`config.mk`:
```
export PLATFORM = sky130hd
export DESIGN_NAME = delay_aligner_flat
export DESIGN_NICKNAME = d
export VERILOG_FILES = /design/src/rtl/bert_pkg.sv /design/src/rtl/delay_aligner_if.sv /design/src/rtl/ref_history.sv /design/src/rtl/delay_aligner.sv /design/src/flat_wrapper.sv
export SDC_FILE = /design/constraint.sdc
export NUM_CORES = 1
export LEC_CHECK = 0
export ABC_AREA = 0
export CAP_MARGIN = 20
export CORE_ASPECT_RATIO = 1.2
export CORE_MARGIN = 4
export CORE_UTILIZATION = 45
export DETAILED_ROUTE_END_ITERATION = 8
export HOLD_SLACK_MARGIN = 0.12
export PLACE_DENSITY = 0.66
export SLEW_MARGIN = 0
export SYNTH_ARGS = -nofsm -noshare
export SYNTH_HDL_FRONTEND = slang
export SYNTH_HIERARCHICAL = 1
export SYNTH_SLANG_ARGS = --single-unit
```
`constraint.sdc`:
```
create_clock -name clk -period 4.95 [get_ports clk]
set_input_delay 0.99 -clock clk [delete_from_list [all_inputs] [get_ports clk]]
set_output_delay 0.99 -clock clk [all_outputs]
set_load 0.05 [all_outputs]
```
`src/rtl/bert_pkg.sv`:
```
// Shared definitions for the bit error tester datapath.
// Used by both the channel delay line and the receive-side aligner.
package bert_pkg;

    typedef enum logic [2:0] {
        IDLE,
        FLUSH,
        SEARCH,
        LOCKED,
        FAIL
    } state_t;

    localparam int CAND_COUNT = 4;
    localparam int TAP_OFFSET = 2;
    localparam int FLUSH_BITS = 6;
    localparam int HIST_W     = 6;
    localparam int MIN_DELAY  = 3;

    // Delay code 0..3 selects a 3..6 bit channel delay.
    function automatic int delay_bits(input logic [1:0] code);
        return MIN_DELAY + int'(code);
    endfunction

endpackage

```
`src/rtl/delay_aligner_if.sv`:
```
// Bit stream inputs and alignment status of the delay aligner.
// The stimulus side drives as master, the aligner sits on slave.
interface delay_aligner_if #(
    parameter int ERR_W = 16,
    parameter int BIT_W = 32
);

    logic             enable;
    logic             start;
    logic             ref_in;
    logic             rx_in;
    logic [1:0]       delay_found;
    logic             locked;
    logic             search_fail;
    logic             busy;
    logic [ERR_W-1:0] error_count;
    logic [BIT_W-1:0] bit_count;

    modport master (
        output enable,
        output start,
        output ref_in,
        output rx_in,
        input  delay_found,
        input  locked,
        input  search_fail,
        input  busy,
        input  error_count,
        input  bit_count
    );

    modport slave (
        input  enable,
        input  start,
        input  ref_in,
        input  rx_in,
        output delay_found,
        output locked,
        output search_fail,
        output busy,
        output error_count,
        output bit_count
    );

endinterface

```
`src/rtl/ref_history.sv`:
```
// Enabled 6-bit reference shift register with a delay-code tap.
// Tap c returns the bit shifted in c+3 enabled strobes ago.
module ref_history
    import bert_pkg::*;
(
    input  logic       clk,
    input  logic       reset,
    input  logic       i_en,
    input  logic       i_d,
    input  logic [1:0] i_sel,
    output logic       o_tap
);

    logic [HIST_W-1:0] r_hist;
    logic [2:0]        w_idx;

    assign w_idx = {1'b0, i_sel} + 3'(TAP_OFFSET);
    assign o_tap = r_hist[w_idx];

    always_ff @(posedge clk or posedge reset) begin
        if (reset) begin
            r_hist <= '0;
        end else if (i_en) begin
            r_hist <= {r_hist[HIST_W-2:0], i_d};
        end
    end

endmodule

```
`src/rtl/delay_aligner.sv`:
```
// Searches the four channel delays for an error-free window, then
// tracks bit/error counts and drops lock on excessive errors.
module delay_aligner
    import bert_pkg::*;
#(
    parameter int WINDOW   = 32,
    parameter int MAX_LOSS = 4,
    parameter int ERR_W    = 16,
    parameter int BIT_W    = 32
) (
    input logic            clk,
    input logic            reset,
    delay_aligner_if.slave bus
);

    localparam int CNT_W = 8;
    localparam logic [CNT_W-1:0] WIN_LAST   = CNT_W'(WINDOW - 1);
    localparam logic [CNT_W-1:0] FLUSH_LAST = CNT_W'(FLUSH_BITS - 1);
    localparam logic [CNT_W-1:0] LOSS_LIM   = CNT_W'(MAX_LOSS);
    localparam logic [1:0]       CAND_LAST  = 2'(CAND_COUNT - 1);

    state_t           r_state, n_state;
    logic [1:0]       r_cand, n_cand;
    logic [1:0]       r_found, n_found;
    logic [CNT_W-1:0] r_cnt, n_cnt;
    logic [CNT_W-1:0] r_loss, n_loss;
    logic             r_dirty, n_dirty;
    logic             r_locked, n_locked;
    logic             r_fail, n_fail;
    logic             r_busy;
    logic [ERR_W-1:0] r_err, n_err;
    logic [BIT_W-1:0] r_bits, n_bits;

    logic             w_tap;
    logic             w_mis;
    logic             w_dirty;
    logic [1:0]       w_sel;
    logic [CNT_W-1:0] w_loss;

    // While locked the tap follows the found delay, otherwise the candidate.
    assign w_sel   = (r_state == LOCKED) ? r_found : r_cand;
    assign w_mis   = bus.rx_in ^ w_tap;
    assign w_dirty = r_dirty | w_mis;
    assign w_loss  = r_loss + CNT_W'(w_mis);

    ref_history u_hist (
        .clk   (clk),
        .reset (reset),
        .i_en  (bus.enable),
        .i_d   (bus.ref_in),
        .i_sel (w_sel),
        .o_tap (w_tap)
    );

    always_comb begin
        n_state  = r_state;
        n_cand   = r_cand;
        n_found  = r_found;
        n_cnt    = r_cnt;
        n_loss   = r_loss;
        n_dirty  = r_dirty;
        n_locked = r_locked;
        n_fail   = r_fail;
        n_err    = r_err;
        n_bits   = r_bits;
        if (bus.start) begin
            n_state  = FLUSH;
            n_cand   = '0;
            n_cnt    = '0;
            n_loss   = '0;
            n_dirty  = 1'b0;
            n_locked = 1'b0;
            n_fail   = 1'b0;
            n_err    = '0;
            n_bits   = '0;
        end else if (bus.enable) begin
            case (r_state)
                FLUSH: begin
                    if (r_cnt == FLUSH_LAST) begin
                        n_state = SEARCH;
                        n_cnt   = '0;
                        n_cand  = '0;
                        n_dirty = 1'b0;
                    end else begin
                        n_cnt = r_cnt + CNT_W'(1);
                    end
                end
                SEARCH: begin
                    if (r_cnt == WIN_LAST) begin
                        n_cnt   = '0;
                        n_dirty = 1'b0;
                        n_loss  = '0;
                        if (!w_dirty) begin
                            n_state  = LOCKED;
                            n_found  = r_cand;
                            n_locked = 1'b1;
                        end else if (r_cand == CAND_LAST) begin
                            n_state = FAIL;
                            n_fail  = 1'b1;
                        end else begin
                            n_cand = r_cand + 2'd1;
                        end
                    end else begin
                        n_cnt   = r_cnt + CNT_W'(1);
                        n_dirty = w_dirty;
                    end
                end
                LOCKED: begin
                    if (r_bits != '1) begin
                        n_bits = r_bits + BIT_W'(1);
                    end
                    if (w_mis && (r_err != '1)) begin
                        n_err = r_err + ERR_W'(1);
                    end
                    if (w_loss == LOSS_LIM) begin
                        n_state  = SEARCH;
                        n_cand   = '0;
                        n_cnt    = '0;
                        n_loss   = '0;
                        n_dirty  = 1'b0;
                        n_locked = 1'b0;
                    end else if (r_cnt == WIN_LAST) begin
                        n_cnt  = '0;
                        n_loss = '0;
                    end else begin
                        n_cnt  = r_cnt + CNT_W'(1);
                        n_loss = w_loss;
                    end
                end
                default: begin
                end
            endcase
        end
    end

    always_ff @(posedge clk or posedge reset) begin
        if (reset) begin
            r_state  <= IDLE;
            r_cand   <= '0;
            r_found  <= '0;
            r_cnt    <= '0;
            r_loss   <= '0;
            r_dirty  <= 1'b0;
            r_locked <= 1'b0;
            r_fail   <= 1'b0;
            r_busy   <= 1'b0;
            r_err    <= '0;
            r_bits   <= '0;
        end else begin
            r_state  <= n_state;
            r_cand   <= n_cand;
            r_found  <= n_found;
            r_cnt    <= n_cnt;
            r_loss   <= n_loss;
            r_dirty  <= n_dirty;
            r_locked <= n_locked;
            r_fail   <= n_fail;
            r_busy   <= (n_state == FLUSH) || (n_state == SEARCH);
            r_err    <= n_err;
            r_bits   <= n_bits;
        end
    end

    assign bus.delay_found = r_found;
    assign bus.locked      = r_locked;
    assign bus.search_fail = r_fail;
    assign bus.busy        = r_busy;
    assign bus.error_count = r_err;
    assign bus.bit_count   = r_bits;

endmodule

```
`src/flat_wrapper.sv`:
```
// flat-port wrapper written by rule: the top's interface ports become plain ports
module delay_aligner_flat import bert_pkg::*;
#(
    parameter int WINDOW   = 32,
    parameter int MAX_LOSS = 4,
    parameter int ERR_W    = 16,
    parameter int BIT_W    = 32
)
  (clk, reset, bus_enable, bus_start, bus_ref_in, bus_rx_in, bus_delay_found, bus_locked, bus_search_fail, bus_busy, bus_error_count, bus_bit_count);
  delay_aligner_if #(.ERR_W(ERR_W), .BIT_W(BIT_W)) bus_i ();
  input logic clk;
  input logic reset;
  input wire logic [$bits(bus_i.enable)-1:0] bus_enable;
  input wire logic [$bits(bus_i.start)-1:0] bus_start;
  input wire logic [$bits(bus_i.ref_in)-1:0] bus_ref_in;
  input wire logic [$bits(bus_i.rx_in)-1:0] bus_rx_in;
  output wire logic [$bits(bus_i.delay_found)-1:0] bus_delay_found;
  output wire logic [$bits(bus_i.locked)-1:0] bus_locked;
  output wire logic [$bits(bus_i.search_fail)-1:0] bus_search_fail;
  output wire logic [$bits(bus_i.busy)-1:0] bus_busy;
  output wire logic [$bits(bus_i.error_count)-1:0] bus_error_count;
  output wire logic [$bits(bus_i.bit_count)-1:0] bus_bit_count;
  assign bus_i.enable = bus_enable;
  assign bus_i.start = bus_start;
  assign bus_i.ref_in = bus_ref_in;
  assign bus_i.rx_in = bus_rx_in;
  assign bus_delay_found = bus_i.delay_found;
  assign bus_locked = bus_i.locked;
  assign bus_search_fail = bus_i.search_fail;
  assign bus_busy = bus_i.busy;
  assign bus_error_count = bus_i.error_count;
  assign bus_bit_count = bus_i.bit_count;
  delay_aligner #(.WINDOW(WINDOW), .MAX_LOSS(MAX_LOSS), .ERR_W(ERR_W), .BIT_W(BIT_W)) u_core (.clk(clk), .reset(reset), .bus(bus_i));
endmodule
```
# Yosys cells after proc, flatten, opt, wreduce, memory -nomap -nowiden

Index checks and enable logic that the tools add are counted.

Register bits: 81
Latch bits: 0
Bits in writable memories: 0
Bits in read-only memories: 0
Input bits: 6
Output and inout bits: 53
Word-level logic and storage cells: 117
Memories: 0

Add/sub/neg operators: 6
Multipliers: 0
Divide/modulo/power cells: 0
Order comparisons: 1
Equal/unequal tests: 17
Shift-type cells: 0
Multiplexer cells: 56
Bitwise gates (word level): 4
Reductions and logical operators: 21

Operators by type and width:

| operator                | number |
|---|---|
| $mux W32                | 4 |
| $mux W8                 | 10 |
| $mux W16                | 4 |
| $add A32 B1 Y32 const B | 1 |
| $ne A32 B32 Y1 const B  | 1 |
| $pmux W8 S3             | 1 |
| $mux W3                 | 7 |
| $add A16 B1 Y16 const B | 1 |
| $eq A8 B3 Y1 const B    | 2 |
| $mux W1                 | 16 |
| $mux W2                 | 8 |
| $ne A16 B16 Y1 const B  | 1 |
| $pmux W8 S2             | 1 |
| $reduce_bool A2 Y1      | 8 |
| $reduce_and A5 Y1       | 3 |
| $eq A3 B2 Y1 const B    | 3 |
| $ne A3 B2 Y1 const B    | 3 |
| $ne A3 B3 Y1 const B    | 3 |
| $pmux W3 S3             | 1 |
| $reduce_and A3 Y1       | 3 |
| $add A8 B1 Y8           | 1 |
| $add A8 B1 Y8 const B   | 1 |
| $eq A8 B5 Y1 const B    | 1 |
| $reduce_and A7 Y1       | 1 |
| 18 further kinds        | 20 |

# Logic depth before layout (Yosys ltp)

Word-level depth: 14
Gate-level depth with buffers: 15
Depth with buffers taken out: 13

# Modules after synthesis

Netlist, hierarchy kept.

Modules (own cells, without submodules):

| module        | instances | cells each | area each (um2) | sequential area each (um2) |
|---|---|---|---|---|
| delay_aligner | 1         | 466        | 4395.5          | 1876.8 |
| ref_history   | 1         | 15         | 249.0           | 150.1 |

# Worst setup path after synthesis

OpenSTA, ideal clock, no wires.

Kind: register to register
From: register u_core.r_state[1]
To: register u_core.r_cnt[4]
Library setup time: 0.147 ns
Data arrival time: 3.762 ns
Required time: 4.803 ns
Setup slack: 1.041 ns
Cell stages (with the launch flop): 16
Buffers on the path: 2
Clock period less this slack: 3.909 ns
Cells stage by stage: dfrtp_1 buf_4 nor2b_1 nand2_1 mux2_2 mux4_2 xor2_1 ha_1 ha_1 nor4_2 nand2_1 nor4_4 a31oi_2 buf_4 a41oi_1 a31oi_1

Word-level cells in the longest chain between the ends: 12
Elaborated cells between the ends (all ways): 16
Those cells by class: add/sub (2); eq/ne (4); mux (7); bitwise (1); reduce/logical (2)

RTL lines:

| item                          | RTL line             | RTL |
|---|---|---|
| from (decl)                   | delay_aligner.sv:22  | `state_t r_state, n_state;` |
| from (signal assigned)        | delay_aligner.sv:150 | `r_state <= n_state;` |
| $eq A3 B2 Y1                  | delay_aligner.sv:41  | `assign w_sel = (r_state == LOCKED) ? r_found : r_cand;` |
| $mux W2                       | delay_aligner.sv:41  |  |
| named net u_core.w_sel[1]     | delay_aligner.sv:37  | `logic [1:0] w_sel;` |
| $add A2 B2 Y3                 | ref_history.sv:17    | `assign w_idx = {1'b0, i_sel} + 3'(TAP_OFFSET);` |
| $bmux W1 S3                   | ref_history.sv:18    | `assign o_tap = r_hist[w_idx];` |
| $mux W1 (not written as such) | ref_history.sv:18    |  |
| named net u_core.w_tap        | delay_aligner.sv:34  | `logic w_tap;` |
| $xor A1 B1 Y1                 | delay_aligner.sv:42  | `assign w_mis = bus.rx_in ^ w_tap;` |
| $add A8 B1 Y8                 | delay_aligner.sv:44  | `assign w_loss = r_loss + CNT_W'(w_mis);` |
| $eq A8 B3 Y1                  | delay_aligner.sv:115 | `if (w_loss == LOSS_LIM) begin` |
| $mux W8                       | delay_aligner.sv:115 |  |
| $pmux W8 S3                   | delay_aligner.sv:77  | `case (r_state)` |
| $mux W8                       | delay_aligner.sv:76  | `end else if (bus.enable) begin` |
| $mux W8                       | delay_aligner.sv:66  | `if (bus.start) begin` |
| to (signal assigned)          | delay_aligner.sv:153 | `r_cnt <= n_cnt;` |
| to (decl)                     | delay_aligner.sv:25  | `logic [CNT_W-1:0] r_cnt, n_cnt;` |

The timed path passes the listed nets, and every way through them passes these cells. The select of a mux whose other input is x is not followed.
A chain may end at the register's enable or synchronous reset.

# Final worst setup path

From: register u_core.r_state[1]
To: register u_core.r_cnt[7]

The elaborated chain is that of the path after synthesis.

==> impl_metrics.prom <==
# TYPE chip_impl_metric gauge
chip_impl_metric{name="finalWirelength",unit="microns"} 10340
chip_impl_metric{name="antenna_left",unit=""} 0
chip_impl_metric{name="power.share.sequential",unit=""} 0.459
chip_impl_metric{name="synthSimpleGateAreaFrac",unit=""} 0.2616
chip_impl_metric{name="maxClockFrequency",unit="MHz"} 220.8
chip_impl_metric{name="average_cell_area_after_synthesis",unit="sq um"} 9.656
chip_impl_metric{name="netSwitchingPower",unit="mW"} 0.4207
chip_impl_metric{name="fin_crit",unit="ns"} 4.529
chip_impl_metric{name="htree_num_levels",unit=""} 3
chip_impl_metric{name="drive_above_1_share",unit=""} 0.1078
chip_impl_info{name="netlist.top_cell.by_area",value="dfrtp_1"} 1
chip_impl_metric{name="area_delta_synth_final",unit="%"} 20.66
chip_impl_metric{name="clock_network_latency_to_the_later_pin_of_the_worst_skew_pair",unit="ns"} 0.34
chip_impl_metric{name="synthMuxAreaShare",unit=""} 0.04095
chip_impl_info{name="min-delay-path-class",value="register to register"} 1
chip_impl_metric{name="first_iter_violations",unit=""} 200
chip_impl_info{name="run_status",value="completed"} 1
chip_impl_metric{name="grtUsageTotal",unit=""} 0.1808
chip_impl_metric{name="numClockSinks",unit=""} 81
chip_impl_metric{name="finish.instance_area",unit="sq um"} 5604
chip_impl_metric{name="final_setup_fails",unit=""} 0
chip_impl_info{name="grt_setup_unrepaired",value="no"} 1
chip_impl_metric{name="synth_enable_flop_cells",unit=""} 0
chip_impl_metric{name="totalNegativeSetupSlack",unit="ns"} 0
chip_impl_metric{name="cts_repair_resize_count",unit=""} 0
chip_impl_metric{name="start_util",unit=""} 0.4617
chip_impl_info{name="largest_family_of_logic_cells_by_synthesized_area",value="simple AND/OR/NAND/NOR gates"} 1
chip_impl_info{name="synth_top_flop_cell",value="dfrtp_1"} 1
chip_impl_info{name="worstReg2RegEnd",value="u_core/r_cnt[7]"} 1
chip_impl_metric{name="footprint_of_the_multi_input_gates",unit="sq um"} 2452
chip_impl_metric{name="synthCells",unit=""} 481
chip_impl_metric{name="nNetsFinal",unit=""} 546
chip_impl_metric{name="cell_internal_pwr",unit="mW"} 1.149
chip_impl_metric{name="synth.ff_latch_count",unit=""} 81
chip_impl_metric{name="hold_viol",unit=""} 0
chip_impl_metric{name="ff_latch_area",unit="sq um"} 2027
chip_impl_metric{name="boundaryPins",unit=""} 59
chip_impl_info{name="mostFrequentLayoutCells",value="dfrtp_1, nor2_1, clkdlybuf4s50_1"} 1
chip_impl_metric{name="yosys_warnings",unit=""} 6
chip_impl_metric{name="n_fill_cell",unit=""} 903
chip_impl_metric{name="xor_and_xnor_fraction_of_the_mapped_netlist_area",unit=""} 0.07920
chip_impl_metric{name="required",unit="ns"} 5.14
chip_impl_metric{name="finalCritPeriodShare",unit=""} 0.9149
chip_impl_metric{name="ys_async_sr_fraction",unit=""} 1.000
chip_impl_metric{name="place.port_buffers",unit=""} 58
chip_impl_info{name="post_synth_main_area_contributors",value="dfrtp_1, nor2_1, xnor2_1"} 1
chip_impl_metric{name="hpwlAfterDp",unit="microns"} 7207
chip_impl_info{name="worstPathCellList",value="nor2b_1 > nand2_1 > mux2_2 > mux4_2 > xor2_1 > ha_1 > ha_1 > nor4_2 > nand2_1 > nor4_4 > a31oi_2 > a41oi_1 > a31oi_1"} 1
chip_impl_info{name="hold_end",value="u_core/u_hist/r_hist[2]"} 1
chip_impl_metric{name="routed_via_density",unit=""} 5.556
chip_impl_metric{name="antenna_found_initial",unit=""} 0
chip_impl_metric{name="combPwrFrac",unit=""} 0.112
chip_impl_metric{name="grt_max_degree",unit=""} 40
chip_impl_info{name="cp-end-kind",value="register"} 1
chip_impl_metric{name="fp-row-count",unit=""} 40
chip_impl_metric{name="timing_max_transition_violations_final",unit=""} 0
chip_impl_metric{name="clock_power_share",unit=""} 0.429
chip_impl_metric{name="route.vias.total",unit=""} 3689
chip_impl_metric{name="placement.cell_area",unit="sq um"} 5303
chip_impl_metric{name="switching_share",unit=""} 0.2680
chip_impl_info{name="cts_tree",value="built"} 1
chip_impl_info{name="timing.critical_path.slowest_stage_cell",value="dfrtp_1"} 1
chip_impl_info{name="path_class",value="register to register"} 1
chip_impl_metric{name="drv_cap",unit=""} 0
chip_impl_metric{name="design.core.area",unit="sq um"} 10060
chip_impl_info{name="cp_startpoint_kind",value="register"} 1
chip_impl_metric{name="grt_pass1_wl",unit="microns"} 17620
chip_impl_info{name="r2r-start",value="u_core/r_state[1]"} 1
chip_impl_metric{name="synth_area_in_adders",unit=""} 0.01886
chip_impl_metric{name="synth_fp_nets",unit=""} 494
chip_impl_metric{name="worst_margin_slew",unit="ns"} 1.068
chip_impl_metric{name="relative_slew_slack",unit=""} 0.2845
chip_impl_metric{name="seq_area_frac_synth",unit=""} 0.4364
chip_impl_info{name="timing.hold.worst.start",value="u_core/u_hist/r_hist[1]"} 1
chip_impl_metric{name="fin_worst_skew",unit="ns"} 0.005712
chip_impl_metric{name="ir_drop_worst_case_vdd",unit="mV"} 0.1933
chip_impl_metric{name="first_global_vias",unit=""} 3613
chip_impl_metric{name="die_w",unit="microns"} 100.7
chip_impl_metric{name="r2r_setup_slack",unit="ns"} 0.42
chip_impl_metric{name="path_max_fanout",unit=""} 12
chip_impl_metric{name="drc",unit=""} 0
chip_impl_metric{name="power.density_cell_area",unit="nW/um^2"} 280.1
chip_impl_info{name="mostFrequentLayoutCell",value="dfrtp_1"} 1
chip_impl_metric{name="power.static_leakage",unit="nW"} 2.298
chip_impl_metric{name="place_congestion",unit=""} 0.8902
chip_impl_metric{name="cp.arrival",unit="ns"} 4.72
chip_impl_metric{name="antenna_cells_inserted",unit=""} 0
chip_impl_metric{name="postCtsHoldBufs",unit=""} 0
chip_impl_metric{name="first_pass_iters",unit=""} 4
chip_impl_metric{name="syn-cell-area",unit="sq um"} 4644
chip_impl_metric{name="floorplan.die_area",unit="sq um"} 12020
chip_impl_metric{name="cts_buffer_depth",unit=""} 2
chip_impl_metric{name="ys_types",unit=""} 72
chip_impl_metric{name="post_cts_buffers",unit=""} 0
chip_impl_metric{name="grt_overflow",unit=""} 0
chip_impl_metric{name="cts_made_buffers",unit=""} 9
chip_impl_metric{name="critical_path_s_largest_stage_delay",unit="ns"} 0.51
chip_impl_metric{name="number_of_cells_traversed_by_the_worst_hold_path",unit=""} 1
chip_impl_metric{name="worstRegToRegCells",unit=""} 13
chip_impl_metric{name="synthDominantCellAreaShare",unit=""} 0.4364
chip_impl_info{name="cts.root.buffer_cell",value="clkbuf_16"} 1
chip_impl_metric{name="detail_route.wl_per_cell",unit="microns"} 15.57
chip_impl_metric{name="dieHeight",unit="microns"} 119.3
chip_impl_metric{name="design_power_total",unit="mW"} 1.570
chip_impl_metric{name="synth_compound_gate_area_share",unit=""} 0.1274
chip_impl_metric{name="clk_pin_slew",unit="ns"} 0.06
-- synthesized netlist by cell type (6+ instances only) --
library cell / count
ha_1: 7
nor3_1: 18
o21ai_1: 11
inv_1: 15
xor2_1: 17
nor2_1: 61
buf_2: 6
or3_1: 7
dfrtp_1: 81
and3_1: 10
a31oi_1: 9
mux2_2: 11
clkbuf_1: 11
nand2_1: 28
nand4_1: 12
nand2b_1: 10
nand3_1: 24
a21oi_1: 16
xnor2_1: 25
-- critical path: cells and delay by family (launching register included) --
| family | cells | cell delay (ns) |
|---|---|---|
| and+or+nand+nor | 5 | 1.36 |
| muxes | 2 | 0.79 |
| AOI/OAI and AO/OA | 3 | 0.70 |
| adders and majority gates | 2 | 0.59 |
| DFF | 1 | 0.51 |
| xor gates and xnor gates | 1 | 0.43 |
-- flip-flops by register name, summed over array words and instances (netlist names) --
register	count
u_core/bus.locked	1
u_core/bus.busy	1
u_core/r_loss	8
u_core/u_hist/r_hist	6
u_core/r_state	3
u_core/bus.search_fail	1
u_core/bus.error_count	16
u_core/r_dirty	1
u_core/bus.delay_found	2
u_core/r_cand	2
u_core/bus.bit_count	32
u_core/r_cnt	8
-- kinds of logic (layout without fill, tap and decap cells) --
family | Yosys count | after routing
buffers and inverters | 37 | 94
DFF | 81 | 81
muxes | 16 | 16
AOI/OAI and AO/OA | 82 | 82
xor gates and xnor gates | 42 | 42
and+or+nand+nor | 216 | 216
adders and majority gates | 7 | 7
-- worst max path at each step --
| stage | startpoint | to | slack (ns) | cells after the start |
|---|---|---|---|---|
| after floorplan | u_core/r_state[1] | u_core/r_cnt[4] | 1.04 | 15 |
| after global placement | u_core/r_state[1] | u_core/r_cnt[4] | 0.64 | 13 |
| after detailed placement | u_core/r_state[1] | u_core/r_cnt[4] | 0.44 | 13 |
| after CTS | u_core/r_state[1] | u_core/r_cnt[4] | 0.42 | 13 |
| after global routing | u_core/r_state[1] | u_core/r_cnt[7] | 0.04 | 13 |
| final | u_core/r_state[1] | u_core/r_cnt[7] | 0.42 | 13 |
-- metal layers --
metal | routed length, microns | track usage | up-vias | part of all wire
met4 | 189 | 0.06824 | 0 | 0.018
met3 | 325 | 0.03515 | 16 | 0.031
met1 | 4836 | 0.2400 | 1773 | 0.47
met2 | 4985 | 0.2895 | 62 | 0.48
li1 | - | - | 1838 | -
met5 | 0 | 0 | - | 0
-- through the flow --
step	std cells	setup slack, ns	hold WS, ns	utilization
floorplan	481	1.041	0.4533	-
global placement	648	0.6405	0.4742	0.5271
detailed placement	648	0.4380	0.4849	0.5271
CTS	664	0.4195	0.5034	0.5571
global route	664	0.04043	0.5225	0.5571
finish	664	0.4214	0.5007	0.5571
-- power by group through the flow --
stage	Sequential, mW	Combinational, mW	Clock [mW]
global placement	0.730	0.174	0
global route	0.725	0.193	0.727
floorplan	0.752	0.102	0
CTS	0.721	0.177	0.697
detailed placement	0.733	0.177	0
finish	0.721	0.175	0.674
-- final cells by class --
| cell class | count | area share |
|---|---|---|
| multi-input combinational | 363 | 0.4376 |
| sequential | 81 | 0.3617 |
| timing repair buffer | 62 | 0.1081 |
| clock buffer | 9 | 0.04019 |
| tap | 126 | 0.02813 |
| clock inverter | 7 | 0.01362 |
| inverter | 16 | 0.01072 |
Power figures use the tool's default switching activity.
